<file path="src/rtl/interrupt_arbiter.sv">
// interrupt_arbiter: masked fixed-priority interrupt arbiter with set/clear pending flags
// and a req/ack/reti handshake toward the core's instruction sequencer.
module interrupt_arbiter #(
    parameter int N_SRC = 8,
    localparam int IDX_W = N_SRC > 1 ? $clog2(N_SRC) : 1
) (
    input  logic             clk,
    input  logic             rst_n,
    input  logic [N_SRC-1:0] irq_set,
    input  logic [N_SRC-1:0] irq_en,
    input  logic             i_flag,
    input  logic             clr_we,
    input  logic [N_SRC-1:0] clr_data,
    input  logic             irq_ack,
    input  logic             reti,
    output logic             irq_req,
    output logic [IDX_W-1:0] irq_id,
    output logic             in_service,
    output logic [N_SRC-1:0] pending,
    output logic [N_SRC-1:0] overrun
);
    typedef enum logic [1:0] {IDLE, REQ, SERVICE} state_t;
    state_t           state_q;
    logic [N_SRC-1:0] pending_q, pending_d, overrun_q, overrun_d, elig, clr, hw_clr;
    logic [IDX_W-1:0] irq_id_q, winner;
    logic             irq_req_q, in_service_q, ack, withdraw;
    assign elig     = pending_q & irq_en & {N_SRC{i_flag}};
    assign clr      = clr_we ? clr_data : '0;
    assign ack      = state_q == REQ && irq_ack;
    assign hw_clr   = ack ? (N_SRC)'(1) << irq_id_q : '0;
    // a software clear of the held source is seen on the inputs so the withdraw is not a cycle late
    assign withdraw = !pending_q[irq_id_q] || !irq_en[irq_id_q] || !i_flag ||
                      (clr_we && clr_data[irq_id_q]);
    // an acknowledge consumes the old event, so a coincident set is a fresh one, not an overrun
    assign pending_d = ~clr & (irq_set | (pending_q & ~hw_clr));
    assign overrun_d = ~clr & (overrun_q | (irq_set & pending_q & ~hw_clr));
    always_comb begin
        winner = '0;
        for (int i = N_SRC - 1; i >= 0; i--)
            if (elig[i]) winner = IDX_W'(i);
    end
    always_ff @(posedge clk or negedge rst_n) begin
        if (!rst_n) begin
            state_q      <= IDLE;
            pending_q    <= '0;
            overrun_q    <= '0;
            irq_id_q     <= '0;
            irq_req_q    <= 1'b0;
            in_service_q <= 1'b0;
        end else begin
            pending_q <= pending_d;
            overrun_q <= overrun_d;
            case (state_q)
                IDLE: if (|elig) begin
                    irq_id_q  <= winner;
                    irq_req_q <= 1'b1;
                    state_q   <= REQ;
                end
                REQ: if (irq_ack) begin
                    irq_req_q    <= 1'b0;
                    in_service_q <= 1'b1;
                    state_q      <= SERVICE;
                end else if (withdraw) begin
                    irq_req_q <= 1'b0;
                    state_q   <= IDLE;
                end
                SERVICE: if (reti) begin
                    in_service_q <= 1'b0;
                    state_q      <= IDLE;
                end
                default: state_q <= IDLE;
            endcase
        end
    end
    assign irq_req    = irq_req_q;
    assign irq_id     = irq_id_q;
    assign in_service = in_service_q;
    assign pending    = pending_q;
    assign overrun    = overrun_q;
endmodule

</file>
<file path="config.mk">
export PLATFORM = sky130hd
export DESIGN_NAME = interrupt_arbiter
export DESIGN_NICKNAME = d
export VERILOG_FILES = /design/src/rtl/interrupt_arbiter.sv
export SDC_FILE = /design/constraint.sdc
export NUM_CORES = 1
export LEC_CHECK = 0
export BUFFER_PORTS_ARGS = -buffer_cell sky130_fd_sc_hd__buf_2
export CAP_MARGIN = 20
export CORE_UTILIZATION = 49
export CTS_BUF_LIST = sky130_fd_sc_hd__clkbuf_8
export DETAILED_ROUTE_END_ITERATION = 8
export MAX_ROUTING_LAYER = met4
export PLACE_DENSITY = 0.89
export SLEW_MARGIN = 20
export SYNTH_ARGS = -nofsm -noshare
export SYNTH_HDL_FRONTEND = slang
export SYNTH_SLANG_ARGS = --single-unit
</file>
<file path="constraint.sdc">
create_clock -name clk -period 2.2 [get_ports clk]
set_input_delay 0.44 -clock clk [delete_from_list [all_inputs] [get_ports clk]]
set_output_delay 0.44 -clock clk [all_outputs]
set_load 0.01 [all_outputs]
</file>
==> qor.csv <==
metric,value,unit
Final Instance Count excl. Fillers,206,
pin count of the biggest net entering global routing,24,
minimum period implied by the final worst setup slack,2027,ps
overall global routing resource usage,27.10,%
boundary pin count,51,
leakage dissipation,0.7681,nW
Starting Density,53.16,%
Post-Syn Nets,154,
initial antenna violation count,0,
DR pass1 iterations,4,
yosys warns,0,
clock latency reported for the late side of the worst-skew pair,270,ps
maximum level of the CTS H-tree,1,
Die Height,51.69,µm
# hold bufs at CTS,0,
setup skew after layout,1.048,ps
pre-CTS setup slack,98.50,ps
first-pass GRT wire length,5.043,mm
Setup WS post-layout,172.6,ps
count of maximum capacitance violations,0,
nets,209,
clock buffers created by TritonCTS,3,
count of buffers added by post-CTS timing repair for setup,0,
"Primary FF master, synth",dfrtp_1,
"Seq/Total Area, Yosys",47.57,%
Design Power,1.575,mW
fin crit share,92.15,%
critical path class,reg -> reg,
Startpoint Class,flip-flop,
cells after synthesis,124,
maximum root-to-sink buffer count,2,
global placer's final weighted congestion,0.7998,
biggest cell delay along the critical path,570,ps
synthesized cell area,1210,µm²
Pins Over Slew Limit,0,
average wire per standard cell,15.66,µm
HPWL Detailed,2.400,mm
post-CTS sizing,0,
crit path buf inv count,0,
"commonest non-fill, non-tap cells in the layout","buf_2 (50), a21oi_1 (31), dfrtp_1 (23)",
core utilization of the finished layout,67.67,%
clock-pin slew on the worst setup and hold paths,80,ps
CTS tree,built,
critical path data arrival time,2200,ps
most frequent standard cell in the layout excluding fill and tap cells,buf_2,
Async SR Flop Fraction,100.0,%
CP max-delay cell,mux4_1,
number of nets still failing antenna checks after routing,0,
Clock Sinks,23,
number of fill cells,181,
DP Cell Count,202,
detail-routed via count per cell,5.850,
Detailed Route WL,3.226,mm
die width,51.69,µm
number of global-route vias before repair,1148,
area growth from synthesis to layout,27.30,%
Syn Area/Cell,9.757,µm²
Final setup violation count,0,
ant diodes,0,
data required time at the worst endpoint,2370,ps
area enclosed by the die boundary,2672,µm²
nature of the critical path endpoint,flip-flop,
Placement Cell Area,1495,µm²
cell class contributing the biggest share of worst-path delay,multiplexers,
Port Buffers,50,
critical path peak fanout,6,
Hold WC Path Type,in -> async,
Std-Cell Core Area,2276,µm²
count of routing violations after the opening detailed-route iteration,31,
setup_tns,0,ps
row cnt,17,
cell area after layout,1540,µm²
areal power density over the cells,1022,nW/µm²
actual slew at the worst max-slew pin,514.8,ps
clock root buffer,clkbuf_8,
routed via count,1205,
overall overflow remaining after global route,0,
setup repair after global routing missed its margin,false,
cells along the critical path,"mux4_1, mux2_2, a221o_1, o41ai_2",
number of synthesized flops with an enable pin,0,
status,"finished, final reports clean",
final hold violations,0,
peak clock frequency supported by timing,493.2,MHz
Final Hold Slack,134.7,ps
flop and latch count out of synthesis,23,
maximum vdd drop,0.0006406,V
share of layout cells above drive strength 1,34.27,%
number of distinct library cells after synthesis,25,
tightest slew margin relative to the limit,65.68,%
DRC viols,0,
logic make-up (layout without fill, tap and decap cells):
| kind of cell | count (synthesis) | count (layout) | synth area share (%) |
|---|---|---|---|
| and+or+nand+nor | 31 | 31 | 11.37 |
| muxes | 6 | 6 | 10.24 |
| AOI/OAI and AO/OA | 51 | 51 | 25.54 |
| buffers and inverters | 13 | 67 | 5.273 |
| DFF | 23 | 23 | 47.57 |
sequential cells by signal (all words and copies together) (netlist names):
name	flops
overrun	8
pending	8
irq_id	3
state_q	2
in_service	1
irq_req	1
report_power, final:
part           total [mW]  internal, mW  switching (mW)
Combinational       0.680         0.319           0.362
Sequential          0.632         0.526           0.106
Clock               0.263         0.125           0.138
Total                1.57         0.969           0.605
cell type report:
cell class	count	area (µm²)	share of cell area [%]
repair buffers	54	280.3	18.20
flip-flops and latches	23	575.6	37.37
multi-input cells	88	570.5	37.04
clock buffers	3	41.29	2.681
well taps	28	35.03	2.275
clock inverters	1	3.754	0.2437
inverters	9	33.78	2.193
worst register-to-register path: stages (launching register included):
cell	delay, ps
dfrtp_1	470
mux4_1	570
mux2_2	280
a221o_1	330
o41ai_2	290
cells in the mapped netlist, drive strengths merged, types with 2 or more instances:
master	number	area, µm²
o21ai	4	20.02
mux2	2	22.52
a31oi	4	25.02
and2	4	25.02
mux4	4	101.4
buf	3	26.27
dfrtp	23	575.6
nor2	12	45.04
nand2	11	41.29
a21oi	31	155.2
o31a	4	35.03
a21o	2	15.01
nand3b	2	15.01
inv	9	33.78
metal layers:
| metal | part of all wire, % | track usage (%) | vias to the layer above |
|---|---|---|---|
| li1 | - | - | 563 |
| met1 | 39 | 30.19 | 569 |
| met2 | 52 | 49.13 | 66 |
| met3 | 6.8 | 3.801 | 7 |
| met4 | 1.5 | 9.910 | 0 |
| met5 | 0 | - | - |
worst paths after layout:
path,startpoint,end,slack [ps],cells past startpoint
max in group asynchronous,rst_n,pending[2],1720,1
min,rst_n,state_q[1],130,1
max,irq_id[0],state_q[0],170,4
min in group clk,reti,state_q[1],360,2
max reg2reg,irq_id[0],state_q[0],170,4
min reg2reg,overrun[7],overrun[7],540,2
Note: power is estimated with default switching activity, not from simulation.
